$ cat config.mk
export PLATFORM = sky130hd
export DESIGN_NAME = mem_copy
export DESIGN_NICKNAME = d
export VERILOG_FILES = /design/src/rtl/mem_copy.sv
export SDC_FILE = /design/constraint.sdc
export NUM_CORES = 1
export LEC_CHECK = 0
export ABC_AREA = 0
export ABC_CLOCK_PERIOD_IN_PS = 1600
export BUFFER_PORTS_ARGS = -buffer_cell sky130_fd_sc_hd__clkbuf_2
export CAP_MARGIN = 30
export CORE_MARGIN = 10
export CORE_UTILIZATION = 45
export DETAILED_ROUTE_END_ITERATION = 10
export GPL_ROUTABILITY_DRIVEN = 0
export PLACE_DENSITY = 0.72
export SKIP_LAST_GASP = 1
export SLEW_MARGIN = 15
export SYNTH_ARGS = -nofsm -noshare
export SYNTH_HDL_FRONTEND = slang
export SYNTH_SLANG_ARGS = --single-unit
export TNS_END_PERCENT = 50
$ cat constraint.sdc
create_clock -name clk -period 1.6 [get_ports clk]
set_input_delay 0.16 -clock clk [delete_from_list [all_inputs] [get_ports clk]]
set_output_delay 0.16 -clock clk [all_outputs]
set_load 0.01 [all_outputs]
$ cat src/rtl/mem_copy.sv
// mem_copy: block-copy engine driving the store/load port pair of a byte-wide
// memory. One byte moves every two clocks (LOAD then STORE).
// Optional feature: define MEM_COPY_MEMMOVE_EN to copy backward when the
// destination overlaps the tail of the source, giving memmove semantics.
module mem_copy #(
  parameter int ADDR_W = 10,
  parameter int DATA_W = 8
) (
  input  logic              clk,
  input  logic              rst,
  input  logic              start,
  input  logic [ADDR_W-1:0] src,
  input  logic [ADDR_W-1:0] dst,
  input  logic [ADDR_W:0]   len,
  output logic              busy,
  output logic              done,
  output logic              err,
  output logic              en_store,
  output logic [ADDR_W-1:0] addr_store,
  output logic [DATA_W-1:0] data_store,
  output logic              en_load,
  output logic [ADDR_W-1:0] addr_load,
  input  logic [DATA_W-1:0] data_load
);

  typedef enum logic [1:0] {IDLE, LOAD, STORE, FIN} state_t;

  localparam logic [ADDR_W:0]   LEN_MAX  = {1'b1, {ADDR_W{1'b0}}};
  localparam logic [ADDR_W:0]   CNT_ONE  = {{ADDR_W{1'b0}}, 1'b1};
  localparam logic [ADDR_W-1:0] ADDR_ONE = {{(ADDR_W-1){1'b0}}, 1'b1};

  state_t              state, state_nx;
  logic [ADDR_W-1:0]   cur_src, cur_dst;
  logic [ADDR_W:0]     cnt;
  logic [DATA_W-1:0]   hold;
  logic                dir_back;
  logic                err_q;
  logic                zero_wait;
  logic                back;
  logic [ADDR_W-1:0]   last_off;

  assign last_off = len[ADDR_W-1:0] - ADDR_ONE;

`ifdef MEM_COPY_MEMMOVE_EN
  logic [ADDR_W-1:0] gap;
  assign gap  = dst - src;
  assign back = (dst != src) && ({1'b0, gap} < len);
`else
  assign back = 1'b0;
`endif

  // Next-state selection
  always_comb begin
    state_nx = state;
    case (state)
      IDLE:    if (start && (len <= LEN_MAX)) state_nx = (len == '0) ? FIN : LOAD;
      LOAD:    state_nx = STORE;
      STORE:   state_nx = (cnt == CNT_ONE) ? FIN : LOAD;
      // A zero-length request dwells one extra cycle in FIN so done lands two
      // cycles after start, matching the pacing of a real copy.
      FIN:     if (!zero_wait) state_nx = IDLE;
      default: state_nx = IDLE;
    endcase
  end

  // Memory-side and status outputs, forced to zero when not enabled
  always_comb begin
    busy       = (state == LOAD) || (state == STORE);
    en_load    = (state == LOAD);
    addr_load  = en_load ? cur_src : '0;
    en_store   = (state == STORE);
    addr_store = en_store ? cur_dst : '0;
    data_store = en_store ? hold : '0;
    done       = (state == FIN) && !zero_wait;
    err        = err_q;
  end

  // State, address pointers, byte counter and hold register
  always_ff @(posedge clk) begin
    if (rst) begin
      state     <= IDLE;
      cur_src   <= '0;
      cur_dst   <= '0;
      cnt       <= '0;
      hold      <= '0;
      dir_back  <= 1'b0;
      err_q     <= 1'b0;
      zero_wait <= 1'b0;
    end else begin
      state <= state_nx;
      err_q <= 1'b0;
      case (state)
        IDLE: begin
          if (start) begin
            if (len > LEN_MAX) begin
              err_q <= 1'b1;
            end else begin
              cnt       <= len;
              dir_back  <= back;
              zero_wait <= (len == '0);
              cur_src   <= back ? src + last_off : src;
              cur_dst   <= back ? dst + last_off : dst;
            end
          end
        end
        LOAD: hold <= data_load;
        STORE: begin
          cur_src <= dir_back ? cur_src - ADDR_ONE : cur_src + ADDR_ONE;
          cur_dst <= dir_back ? cur_dst - ADDR_ONE : cur_dst + ADDR_ONE;
          cnt     <= cnt - CNT_ONE;
        end
        FIN: zero_wait <= 1'b0;
        default: ;
      endcase
    end
  end

endmodule
==> impl_metrics.tcl <==
set metrics [dict create \
    diodes 0 \
    drtIter0Drc 260 \
    crit_path_start_kind "flip-flop" \
    worst-path-max-fanout 12 \
    drc 0 \
    syn-num-nets 410 \
    yosys.area_share.adder 0.0383 \
    finalSetupViolCount 37 \
    fin_nets 520 \
    die-area_um2 10200 \
    synthMuxAreaShare 0.0341 \
    ys_seq_area_frac 0.293 \
    synth-seq-cells 43 \
    numCtsBuffers 5 \
    synth_edf_count 0 \
    cts_tree "built" \
    p_leak_nw 1.77 \
    postRouteAntennaNets 0 \
    netlist_top_cells_area "dfxtp_1 29%, a21oi_1 5.8%, and2_1 5.8%" \
    crit_buf_inv 4 \
    hold_buffers 0 \
    grt_max_degree 33 \
    path_clk_slew_ps 80 \
    synth_top_flop_cell "dfxtp_1" \
    synthesis.area_um2 2940 \
    slew_violations 0 \
    worstSetupEndpointType "output pin" \
    ir_drop_v 0.000832 \
    yosysUniqueCellTypes 58 \
    detail_route.wl_per_cell_um 19.0 \
    yosys.area_share.simple 0.276 \
    portBuffers 74 \
    h-tree-depth 2 \
    rsz0062_at_grt "yes" \
    synth_top_cell_area_share 0.293 \
    die_h_um 101 \
    cts.root.buffer_cell "clkbuf_8" \
    antenna_found_initial 0 \
    crit_type "flip-flop to output pin" \
    grt_pass1_wl_um 15600 \
    drt-vias-per-instance 6.18 \
    synth_top_area_cell "dfxtp_1" \
    synth_xor_xnor_area_share 0 \
    fmax_ghz 0.601 \
    crit_family "buffers and inverters" \
    required_ps 1440 \
    overflow 0 \
    track_usage 0.183 \
    grt_pass1_vias 3315 \
    first_pass_iters 5 \
    start_util 0.462 \
    ios 75 \
    cts_sinks 43 \
    slew_headroom 0.782 \
    cp.arrival_ps 1500 \
    fp-row-count 29 \
    clock_path_buffers 2 \
    violations "negative setup slack" \
    hold_viol_final 0 \
    syn_area_per_cell_um2 8.18 \
    powerDensity_nw_per_um2 1350 \
    dp_hpwl_um 6690 \
    yosysMostFrequentCell "dfxtp_1" \
    cp_cell_sequence "buf_4 > ha_4 > inv_4 > buf_12 > nor2_2 > buf_2" \
    postSynth.asyncResetShare 0 \
    routed_wl_um 10400 \
    outcome "finished with violations" \
    fin_crit_sh 1.04 \
    hold_class "input port to flip-flop" \
    vias 3368 \
    clock_skew_ps 9.63 \
    die_x_um 101 \
    yosys-top-cells-count "43 x dfxtp_1, 34 x a21oi_1, 33 x nand2_1" \
    setup-tns-final_ps -884 \
    holdWs_ps 92.8 \
    cpPeakStageDelay_ps 340 \
    fin_ws_ps -63.2 \
    syn_inst 359 \
    fin_crit_ps 1660 \
    layout-drive-gt1-share 0.429 \
    slowest_stage "dfxtp_2" \
    core_area_um2 6350 \
    ys_warn_count 0 \
    tightest_slew_ps 326 \
    area_delta_synth_final_pct 45.4 \
    drv_cap 0 \
    clk_latency_ps 310 \
    synth-compound-area-share 0.298 \
    synth_top_family_by_area "compound AO/OA/AOI/OAI gates" \
]
cells in the final DEF, fill, tap and decap left out, types with 6 or more instances in the layout:
master,instances
buf_6,10
nor2_1,21
nand3_1,8
o22ai_1,8
a21oi_2,6
a22oi_2,6
mux2i_1,10
dfxtp_1,41
inv_1,9
o32ai_2,12
and2_1,26
nor3_1,14
buf_4,37
nand2_1,29
a21oi_1,28
buf_12,7
clkbuf_2,72
cell families (layout without fill, tap and decap cells):
logic type | count (synthesis) | after routing
and+or+nand+nor | 144 | 144
muxes | 10 | 10
DFF | 43 | 43
adders and majority gates | 9 | 9
AOI/OAI and AO/OA | 112 | 112
buffers and inverters | 41 | 150
path summary, 6_finish.rpt:
path,startpoint,to,slack [ps],cells past startpoint
setup / recovery,state[1],addr_store[0],-60,6
hold / removal,data_load[7],hold[7],90,3
setup reg to reg,state[0],cur_dst[2],-60,9
hold reg to reg,hold[7],hold[7],500,2
routing by layer:
layer	up-vias	wire (um)	global-route usage
li1	1574	-	-
met2	183	4910	0.302
met4	0	184	0.0478
met1	1585	4190	0.218
met5	-	0	0
met3	26	1070	0.0652
through the flow:
stage,total power [W],utilization,cell area [um^2],cells,worst slack (ps)
finish,0.00578,0.673,4270,545,-63.2
global route,0.00610,0.673,4270,545,-110
CTS,0.00531,0.626,3980,539,-70.0
detailed placement,0.00430,0.584,3710,527,-99.3
global placement,0.00424,0.584,3710,527,-60.4
floorplan,0.00327,-,2970,359,2.58
area by class of cell:
| type | instances | area (um^2) |
|---|---|---|
| Timing Repair Buffer | 131 | 1010 |
| Fill cell | 489 | 2080 |
| Clock buffer | 6 | 72.6 |
| Inverter | 13 | 53.8 |
| Sequential cell | 43 | 863 |
| Multi-Input combinational cell | 275 | 2170 |
| Tap cell | 77 | 96.3 |
state kept, by name (all words and copies together), names as in the netlist:
signal	flops
err	1
zero_wait	1
cur_dst	10
hold	8
cur_src	10
state	2
cnt	11
worst min-delay path, delay by kind of cell:
family	cells	cell delay [ps]
mux	1	60
simple gates	1	70
buf+inv	1	70
report_power, final:
group / leakage, nW / internal (W) / switching, W
logic: 1.38 / 0.00177 / 0.00180
clock network: 0.0371 / 0.000292 / 0.000380
registers: 0.352 / 0.00131 / 0.000232
timing repair:
item,in CTS,in global routing
endpoints found under the hold margin,0,0
gates resized for setup,26,43
endpoints found under the setup margin,60,59
buffers inserted,3,3
pin swaps,2,13
gates cloned,3,3
Power figures use the tool's default switching activity.
